<file path="src/rtl/tape_pulse_gen.sv">
// Standard-speed Spectrum tape block transmitter: byte stream in, ROM-loader EAR pulse train out.
// Define TAPE_PAUSE_EN to add a tape_pause input that freezes timing and ear like ce=0.
module tape_pulse_gen #(
    parameter int unsigned PILOT_T     = 2168,
    parameter int unsigned PILOT_HDR_N = 8063,
    parameter int unsigned PILOT_DAT_N = 3223,
    parameter int unsigned SYNC1_T     = 667,
    parameter int unsigned SYNC2_T     = 735,
    parameter int unsigned BIT0_T      = 855,
    parameter int unsigned BIT1_T      = 1710,
    parameter int unsigned PAUSE_T     = 3500000
) (
    input  logic       clk,
    input  logic       reset,
    input  logic       ce,
`ifdef TAPE_PAUSE_EN
    input  logic       tape_pause,
`endif
    input  logic [7:0] s_data,
    input  logic       s_valid,
    input  logic       s_last,
    output logic       s_ready,
    output logic       ear,
    output logic       busy,
    output logic       block_done,
    output logic       underrun
);
    localparam int unsigned CntW   = 22;
    localparam int unsigned PilotW = 14;

    typedef enum logic [2:0] {StIdle, StPilot, StSync1, StSync2, StData, StPause} state_e;

    state_e            state_q;
    logic [CntW-1:0]   cnt_q;
    logic [PilotW-1:0] pilot_left_q;
    logic [7:0]        hold_data_q;
    logic              hold_last_q;
    logic              hold_full_q;
    logic [7:0]        shift_q;
    logic [2:0]        bit_q;
    logic              half_q;
    logic              last_q;
    logic              ear_q;
    logic              block_done_q;
    logic              underrun_q;
    logic              tick;

`ifdef TAPE_PAUSE_EN
    assign tick = ce & ~tape_pause;
`else
    assign tick = ce;
`endif

    function automatic logic [CntW-1:0] bit_len(input logic b);
        return b ? CntW'(BIT1_T) : CntW'(BIT0_T);
    endfunction

    always_ff @(posedge clk) begin
        if (reset) begin
            state_q      <= StIdle;
            cnt_q        <= '0;
            pilot_left_q <= '0;
            hold_data_q  <= '0;
            hold_last_q  <= 1'b0;
            hold_full_q  <= 1'b0;
            shift_q      <= '0;
            bit_q        <= '0;
            half_q       <= 1'b0;
            last_q       <= 1'b0;
            ear_q        <= 1'b0;
            block_done_q <= 1'b0;
            underrun_q   <= 1'b0;
        end else begin
            block_done_q <= 1'b0;
            underrun_q   <= 1'b0;
            // The hold is only freed while full, so accept and free never collide
            if (s_valid && !hold_full_q) begin
                hold_data_q <= s_data;
                hold_last_q <= s_last;
                hold_full_q <= 1'b1;
            end
            unique case (state_q)
                StIdle: begin
                    if (hold_full_q) begin
                        state_q      <= StPilot;
                        cnt_q        <= CntW'(PILOT_T);
                        pilot_left_q <= hold_data_q[7] ? PilotW'(PILOT_DAT_N)
                                                       : PilotW'(PILOT_HDR_N);
                    end
                end
                StPilot: begin
                    if (tick) begin
                        if (cnt_q != CntW'(1)) begin
                            cnt_q <= cnt_q - 1'b1;
                        end else begin
                            ear_q <= ~ear_q;
                            if (pilot_left_q == PilotW'(1)) begin
                                state_q <= StSync1;
                                cnt_q   <= CntW'(SYNC1_T);
                            end else begin
                                pilot_left_q <= pilot_left_q - 1'b1;
                                cnt_q        <= CntW'(PILOT_T);
                            end
                        end
                    end
                end
                StSync1: begin
                    if (tick) begin
                        if (cnt_q != CntW'(1)) begin
                            cnt_q <= cnt_q - 1'b1;
                        end else begin
                            ear_q   <= ~ear_q;
                            state_q <= StSync2;
                            cnt_q   <= CntW'(SYNC2_T);
                        end
                    end
                end
                StSync2: begin
                    if (tick) begin
                        if (cnt_q != CntW'(1)) begin
                            cnt_q <= cnt_q - 1'b1;
                        end else begin
                            // Flag byte has sat in the hold since IDLE
                            ear_q       <= ~ear_q;
                            state_q     <= StData;
                            shift_q     <= hold_data_q;
                            last_q      <= hold_last_q;
                            hold_full_q <= 1'b0;
                            bit_q       <= '0;
                            half_q      <= 1'b0;
                            cnt_q       <= bit_len(hold_data_q[7]);
                        end
                    end
                end
                StData: begin
                    if (tick) begin
                        if (cnt_q != CntW'(1)) begin
                            cnt_q <= cnt_q - 1'b1;
                        end else if (!half_q) begin
                            ear_q  <= ~ear_q;
                            half_q <= 1'b1;
                            cnt_q  <= bit_len(shift_q[7]);
                        end else if (bit_q != 3'd7) begin
                            ear_q   <= ~ear_q;
                            half_q  <= 1'b0;
                            bit_q   <= bit_q + 1'b1;
                            shift_q <= {shift_q[6:0], 1'b0};
                            cnt_q   <= bit_len(shift_q[6]);
                        end else if (!last_q && hold_full_q) begin
                            ear_q       <= ~ear_q;
                            half_q      <= 1'b0;
                            shift_q     <= hold_data_q;
                            last_q      <= hold_last_q;
                            hold_full_q <= 1'b0;
                            bit_q       <= '0;
                            cnt_q       <= bit_len(hold_data_q[7]);
                        end else begin
                            half_q     <= 1'b0;
                            ear_q      <= 1'b0;
                            underrun_q <= ~last_q;
                            state_q    <= StPause;
                            cnt_q      <= CntW'(PAUSE_T);
                        end
                    end
                end
                StPause: begin
                    if (tick) begin
                        if (cnt_q != CntW'(1)) begin
                            cnt_q <= cnt_q - 1'b1;
                        end else begin
                            block_done_q <= 1'b1;
                            state_q      <= StIdle;
                        end
                    end
                end
                default: state_q <= StIdle;
            endcase
        end
    end

    assign s_ready    = ~hold_full_q;
    assign ear        = ear_q;
    assign busy       = (state_q != StIdle);
    assign block_done = block_done_q;
    assign underrun   = underrun_q;

endmodule

</file>
<file path="config.mk">
export PLATFORM = sky130hd
export DESIGN_NAME = tape_pulse_gen
export DESIGN_NICKNAME = d
export VERILOG_FILES = /design/src/rtl/tape_pulse_gen.sv
export SDC_FILE = /design/constraint.sdc
export NUM_CORES = 1
export LEC_CHECK = 0
export ABC_AREA = 0
export CORE_MARGIN = 2
export CORE_UTILIZATION = 50
export CTS_CLUSTER_SIZE = 10
export DETAILED_ROUTE_END_ITERATION = 7
export PLACE_DENSITY = 0.71
export SLEW_MARGIN = 20
export SYNTH_ARGS = -nofsm -noshare
export SYNTH_HDL_FRONTEND = slang
export SYNTH_SLANG_ARGS = --single-unit
</file>
<file path="constraint.sdc">
create_clock -name clk -period 2.5 [get_ports clk]
set_input_delay 0.375 -clock clk [delete_from_list [all_inputs] [get_ports clk]]
set_output_delay 0.375 -clock clk [all_outputs]
set_load 0.02 [all_outputs]
</file>
==> results of run 1 <==
## placed cells by master, fill, tap and decap left out, types with 4 or more instances in the layout
cell	instances
dfxtp_1	64
nand2_1	61
nor2_1	56
a21oi_1	56
buf_4	48
o21ai_0	38
nor3_1	31
clkdlybuf4s50_1	16
nand3_1	13
inv_1	12
nand2b_1	10
nor4_1	9
clkbuf_8	9
a311oi_1	8
xor2_1	7
mux2i_1	7
a31oi_1	6
nand4_1	6
ha_1	6
nor2b_1	4
or4_1	4
o22ai_1	4
a32o_1	4
a22oi_1	4
or3_1	4
nand4b_1	4
## stage by stage
step,hold slack [ns],setup slack (ns),total power [mW],util [%],instance area (um^2)
2_1_floorplan,0.432,0.0554,2.03,-,3940
3_3_place_gp,0.443,0.104,2.47,58.2,4480
3_5_place_dp,0.449,0.0168,2.48,58.2,4480
4_1_cts,0.337,0.0105,3.45,60.9,4680
5_1_grt,0.369,0.00429,3.67,61.1,4700
6_report,0.335,0.0751,3.48,61.1,4700
## state kept, by name (all words and copies together) (netlist names)
register / count
hold_full_q: 1
half_q: 1
state_q: 3
cnt_q: 22
hold_data_q: 8
pilot_left_q: 14
last_q: 1
underrun: 1
bit_q: 3
block_done: 1
hold_last_q: 1
shift_q: 8
ear: 1
## cell type report
class	count	area, um^2
clock buffer	9	124
clock inverter	7	82.6
fill	700	2990
inverter	13	48.8
multi-input combinational	416	2470
sequential	65	1300
tap	102	128
timing repair buffer	66	546
## cell usage after synthesis, types with 4 or more instances
cell type  number  area [um^2]
a21oi_1        56          280
a22oi_1         4         30.0
a311oi_1        8         70.1
a31oi_1         6         37.5
a32o_1          4         40.0
buf_2           4         20.0
clkbuf_1       28          105
dfxtp_1        65         1300
ha_1            6         75.1
inv_1          12         45.0
mux2i_1         7         70.1
nand2_1        61          229
nand2b_1       10         62.6
nand3_1        13         65.1
nand4_1         6         37.5
nand4b_1        4         35.0
nor2_1         57          214
nor2b_1         4         25.0
nor3_1         32          160
nor4_1          9         56.3
o21ai_0        38          190
o22ai_1         4         25.0
or3_1           4         25.0
or4_1           5         37.5
xor2_1          7         61.3
## worst paths after layout
path	to	slack, ns	cells after the start
setup reg to reg	state_q[1]	0.11	6
setup / recovery	busy	0.08	3
hold reg to reg	hold_data_q[4]	0.46	2
hold / removal	cnt_q[14]	0.33	2
## critical path, delay by kind of cell, from the launching register on
family	cells	cell delay (ns)
simple gates	2	0.45
buf+inv	1	0.64
flops	1	0.60
## per-layer routing
metal	part of all wire, %	vias up	global-route usage (%)	wire length [um]
met5	0	-	0	0
met4	2.1	0	7.72	247
met3	8.3	34	6.35	974
met2	46	206	44.6	5470
met1	43	2013	38.8	5110
li1	-	2046	-	-
## power by group
| group | leakage (nW) | internal, mW | switching [mW] |
|---|---|---|---|
| Clock | 0.0988 | 0.477 | 0.487 |
| Sequential | 0.530 | 1.12 | 0.103 |
| Combinational | 1.10 | 0.531 | 0.763 |
| Total | 1.72 | 2.12 | 1.35 |
## cell families after synthesis
kind of cell / synth area share [%]
multiplexers: 2.07
XOR/XNOR: 2.23
adder cells (fa/ha/maj): 1.91
flip-flops: 33.1
buffers and inverters: 4.61
AND/OR/NAND/NOR: 29.5
AO/OA/AOI/OAI: 26.6
## repair_timing
action,4_1_cts,5_1_grt
hold buffers,0,0
resized for setup,0,5
setup endpoints to repair,0,14
setup buffers,0,0
==> out/metrics.yaml, run 1 <==
finalClockSkew_ns: 0.0125
rsz0062_at_grt: "false"
critical-path-max-stage-delay_ns: 0.64
nets: 590
drt_iter0_drc: 462
endpoint_kind: "output pin"
grt_pass1_vias: 3882
dp.cells: 662
async_flop_share_pct: 0
post-route-period-util_pct: 97.0
antenna_found_initial: 0
antenna_left: 0
syn_avg_cell_area_um2: 7.45
crit_required_ns: 2.12
ys_types: 73
wl_per_cell_um: 17.4
tns_ns: 0
synthFlopType: "dfxtp_1"
floorplan.initialDensity_pct: 51.2
area_growth_pct: 19.5
gp_congestion: 0.945
ir_worst_vdd_mv: 0.466
final.min_clock_period_ns: 2.42
die_x_um: 92.7
grt_usage_pct: 28.2
crit_path_start: "state_q[1]"
reg2reg_from: "pilot_left_q[1]"
yosys_warnings: 0
htreeDepth: 3
clkSinkCount: 65
synth_edf_count: 0
num_vias: 4299
p_leak_nw: 1.72
finalHoldViolations: 0
maxCapViolations: 0
fp.dieH_um: 92.7
synthCells: 528
cts.clk_slew.worst_paths_ns: 0.09
gr-total-overflow: 0
die_area_um2: 8600
cts_buffer_depth: 2
crit_fanout: 13
drive_gt1_share_pct: 14.9
cts_tree: "built"
status: "finished clean"
core_area_um2: 7690
fin_cells: 678
synth_nets: 547
max_freq_ghz: 0.412
drt_pass1_iterations: 5
io_pins: 18
insertion_delay_ns: 0.36
arrival_ns: 2.05
clockRootBuffer: "clkbuf_8"
final_max_slew_viol_count: 0
hold_class: "primary input to register"
grt_pass1_wl_um: 19400
p_per_area_nw_per_um2: 740
rows: 32
path_cells: "nor2_1 > nand2_1 > clkdlybuf4s50_1"
crit_slowest_cell: "clkdlybuf4s50_1"
place_hpwl_um: 8330
syn_area_um2: 3940
yosys_register_bits: 65
setup_viol: 0
slew_headroom_pct: 60.3
hp-start: "reset"
numCtsBuffers: 9
avgViaCountPerCell: 6.34
grt_max_degree: 49
io_buffers: 17
finalWirelength_um: 11800
cp-start-kind: "register"
critPathKind: "register to output pin"
worst_pin_slew_ns: 0.595
diodes: 0
yosysSeqAreaShare_pct: 33.1
drc: 0
Note: power is estimated with default switching activity, not from simulation.
==> inputs of run 2 (changes only) <==
--- a/config.mk
+++ b/config.mk
@@ -6,10 +6,11 @@
 export NUM_CORES = 1
 export LEC_CHECK = 0
 export ABC_AREA = 0
-export CORE_MARGIN = 2
 export CORE_UTILIZATION = 50
 export CTS_CLUSTER_SIZE = 10
 export DETAILED_ROUTE_END_ITERATION = 7
+export GPL_ROUTABILITY_DRIVEN = 0
+export MAX_ROUTING_LAYER = met4
 export PLACE_DENSITY = 0.71
 export SLEW_MARGIN = 20
 export SYNTH_ARGS = -nofsm -noshare
==> out/metrics.yaml, run 2 (synthesis results as in run 1) <==
status: "finished clean"
most-common-layout-cells: "64 x dfxtp_1, 60 x nand2_1, 56 x nor2_1, 56 x a21oi_1, 52 x buf_4"
dpl_cell_area_um2: 4470  # about the same
critPathKind: "register to register"
die_x_um: 90.7  # -2.2%
drt_pass1_iterations: 6  # +1
avgViaCountPerCell: 6.28  # -0.97%
preCtsSetupSlack_ns: 0.0729  # +0.0560 ns
largest_register_ffs: 22  # unchanged
setup_ws_ns: 0.123  # +0.0480 ns
p_per_area_nw_per_um2: 762  # +3.0%
final.min_clock_period_ns: 2.38  # -0.0480 ns
maxCapViolations: 0  # unchanged
finish.utilization_pct: 63.8  # +2.6 points
hp-start: "reset"
die_area_um2: 8230  # -4.3%
cts_buffer_depth: 2  # unchanged
drt_iter0_drc: 471  # +1.9%
reg2reg_slack_ns: 0.12  # about the same
final_max_slew_viol_count: 0  # unchanged
slew_headroom_pct: 59.2  # -1.0 points
cp-start-kind: "register"
numCtsBuffers: 9  # unchanged
reg2reg_depth: 7  # +1
ir_worst_vdd_mv: 0.363  # -22%
nets: 593  # +0.51%
arrival_ns: 2.67  # +0.62 ns
min_to: "cnt_q[14]"
grt_max_degree: 47  # -4.1%
grt_pass1_wl_um: 18900  # -2.6%
place_hpwl_um: 8290  # -0.50%
worst_pin_slew_ns: 0.607  # +0.0121 ns
htreeDepth: 3  # unchanged
grt_pass1_vias: 3945  # +1.6%
setup_viol: 0  # unchanged
finalWirelength_um: 11500  # -2.4%
reg2reg_from: "pilot_left_q[5]"
crit_path_start: "pilot_left_q[5]"
fp.dieH_um: 90.7  # -2.2%
postLayoutCellArea_um2: 4750  # +1.1%
area_growth_pct: 20.7
floorplan.initialDensity_pct: 52.8  # +1.7 points
hold_class: "primary input to register"
antenna_found_initial: 0  # unchanged
r2r-end: "cnt_q[0]"
cts_tree: "built"
crit_required_ns: 2.80  # +0.68 ns
clkSinkCount: 65  # unchanged
gr-total-overflow: 0  # unchanged
finalClockSkew_ns: 0.0109  # -0.00158 ns
post-route-period-util_pct: 95.1  # -1.9 points
hold_depth: 2  # unchanged
rows: 31  # -3.1%
wl_per_cell_um: 17.0  # -2.2%
power_mw: 3.62  # +4.1%
insertion_delay_ns: 0.35  # about the same
max_freq_ghz: 0.421  # +2.0%
drive_gt1_share_pct: 15.2  # +0.29 points
endpoint_kind: "register"
p_leak_nw: 1.76  # +1.9%
diodes: 0  # unchanged
core_area_um2: 7450  # -3.1%
cts.clk_slew.worst_paths_ns: 0.07  # -0.02 ns
grt_usage_pct: 29.3  # +1.1 points
final_common_cell: "dfxtp_1"
antenna_left: 0  # unchanged
top_register: "cnt_q"
io_pins: 18  # unchanged
crit_fanout: 6  # -7
largestRegisters: "cnt_q (22), pilot_left_q (14)"
finalHoldViolations: 0  # unchanged
finalHoldWorstSlack_ns: 0.354  # +0.0195 ns
io_buffers: 17  # unchanged
num_vias: 4251  # -1.1%
clockRootBuffer: "clkbuf_8"
drc: 0  # unchanged
[run 2: worst max path at each step]
| stage | to | slack [ns] |
|---|---|---|
| 6_report | cnt_q[0] | 0.12 |
| 5_1_grt | cnt_q[11] | -0.01 |
| 4_1_cts | pilot_left_q[6] | 0.04 |
| 3_5_place_dp | pilot_left_q[6] | 0.07 |
| 3_3_place_gp | pilot_left_q[7] | 0.13 |
| 2_1_floorplan | state_q[1] | 0.06 |
[run 2: worst max-delay path, cell delays in order (launching register included)]
cell      delay (ns)
dfxtp_1         0.35
or4_1           0.62
or4_1           0.57
buf_4           0.18
o221ai_1        0.23
a31oi_1         0.07
o21ai_0         0.16
a22o_1          0.14
[run 2: routing by layer]
| metal | global-route usage (%) | up-vias | routed length [um] |
|---|---|---|---|
| met5 | - | - | 0 |
| met4 | 13.0 | 0 | 304 |
| met3 | 5.72 | 31 | 966 |
| met2 | 43.8 | 190 | 5170 |
| met1 | 38.0 | 1985 | 5080 |
| li1 | - | 2045 | - |
[run 2: metrics by stage]
stage                     cells  TNS [ns]
final                       677         0
after global routing        677   -0.0217
after CTS                   676         0
after detailed placement    661         0
after global placement      661         0
after floorplan             528         0
[run 2: cell type report]
type                    count  area [um^2]
multi-input cells         416         2480
flip-flops and latches     65         1300
repair buffers             69          556
fillers                   672         2700
clock inverters             5          104
well taps                  99          124
inverters                  13         48.8
clock buffers              10          138
[run 2: where the power goes]
group          switching (mW)  internal, mW
clock network           0.420         0.684
registers              0.0876          1.12
logic                   0.776         0.536
[run 2: what timing repair did]
action	in CTS	in global routing
endpoints found under the setup margin	0	19
hold buffers	0	0
setup buffers	0	1
gates resized for setup	0	8
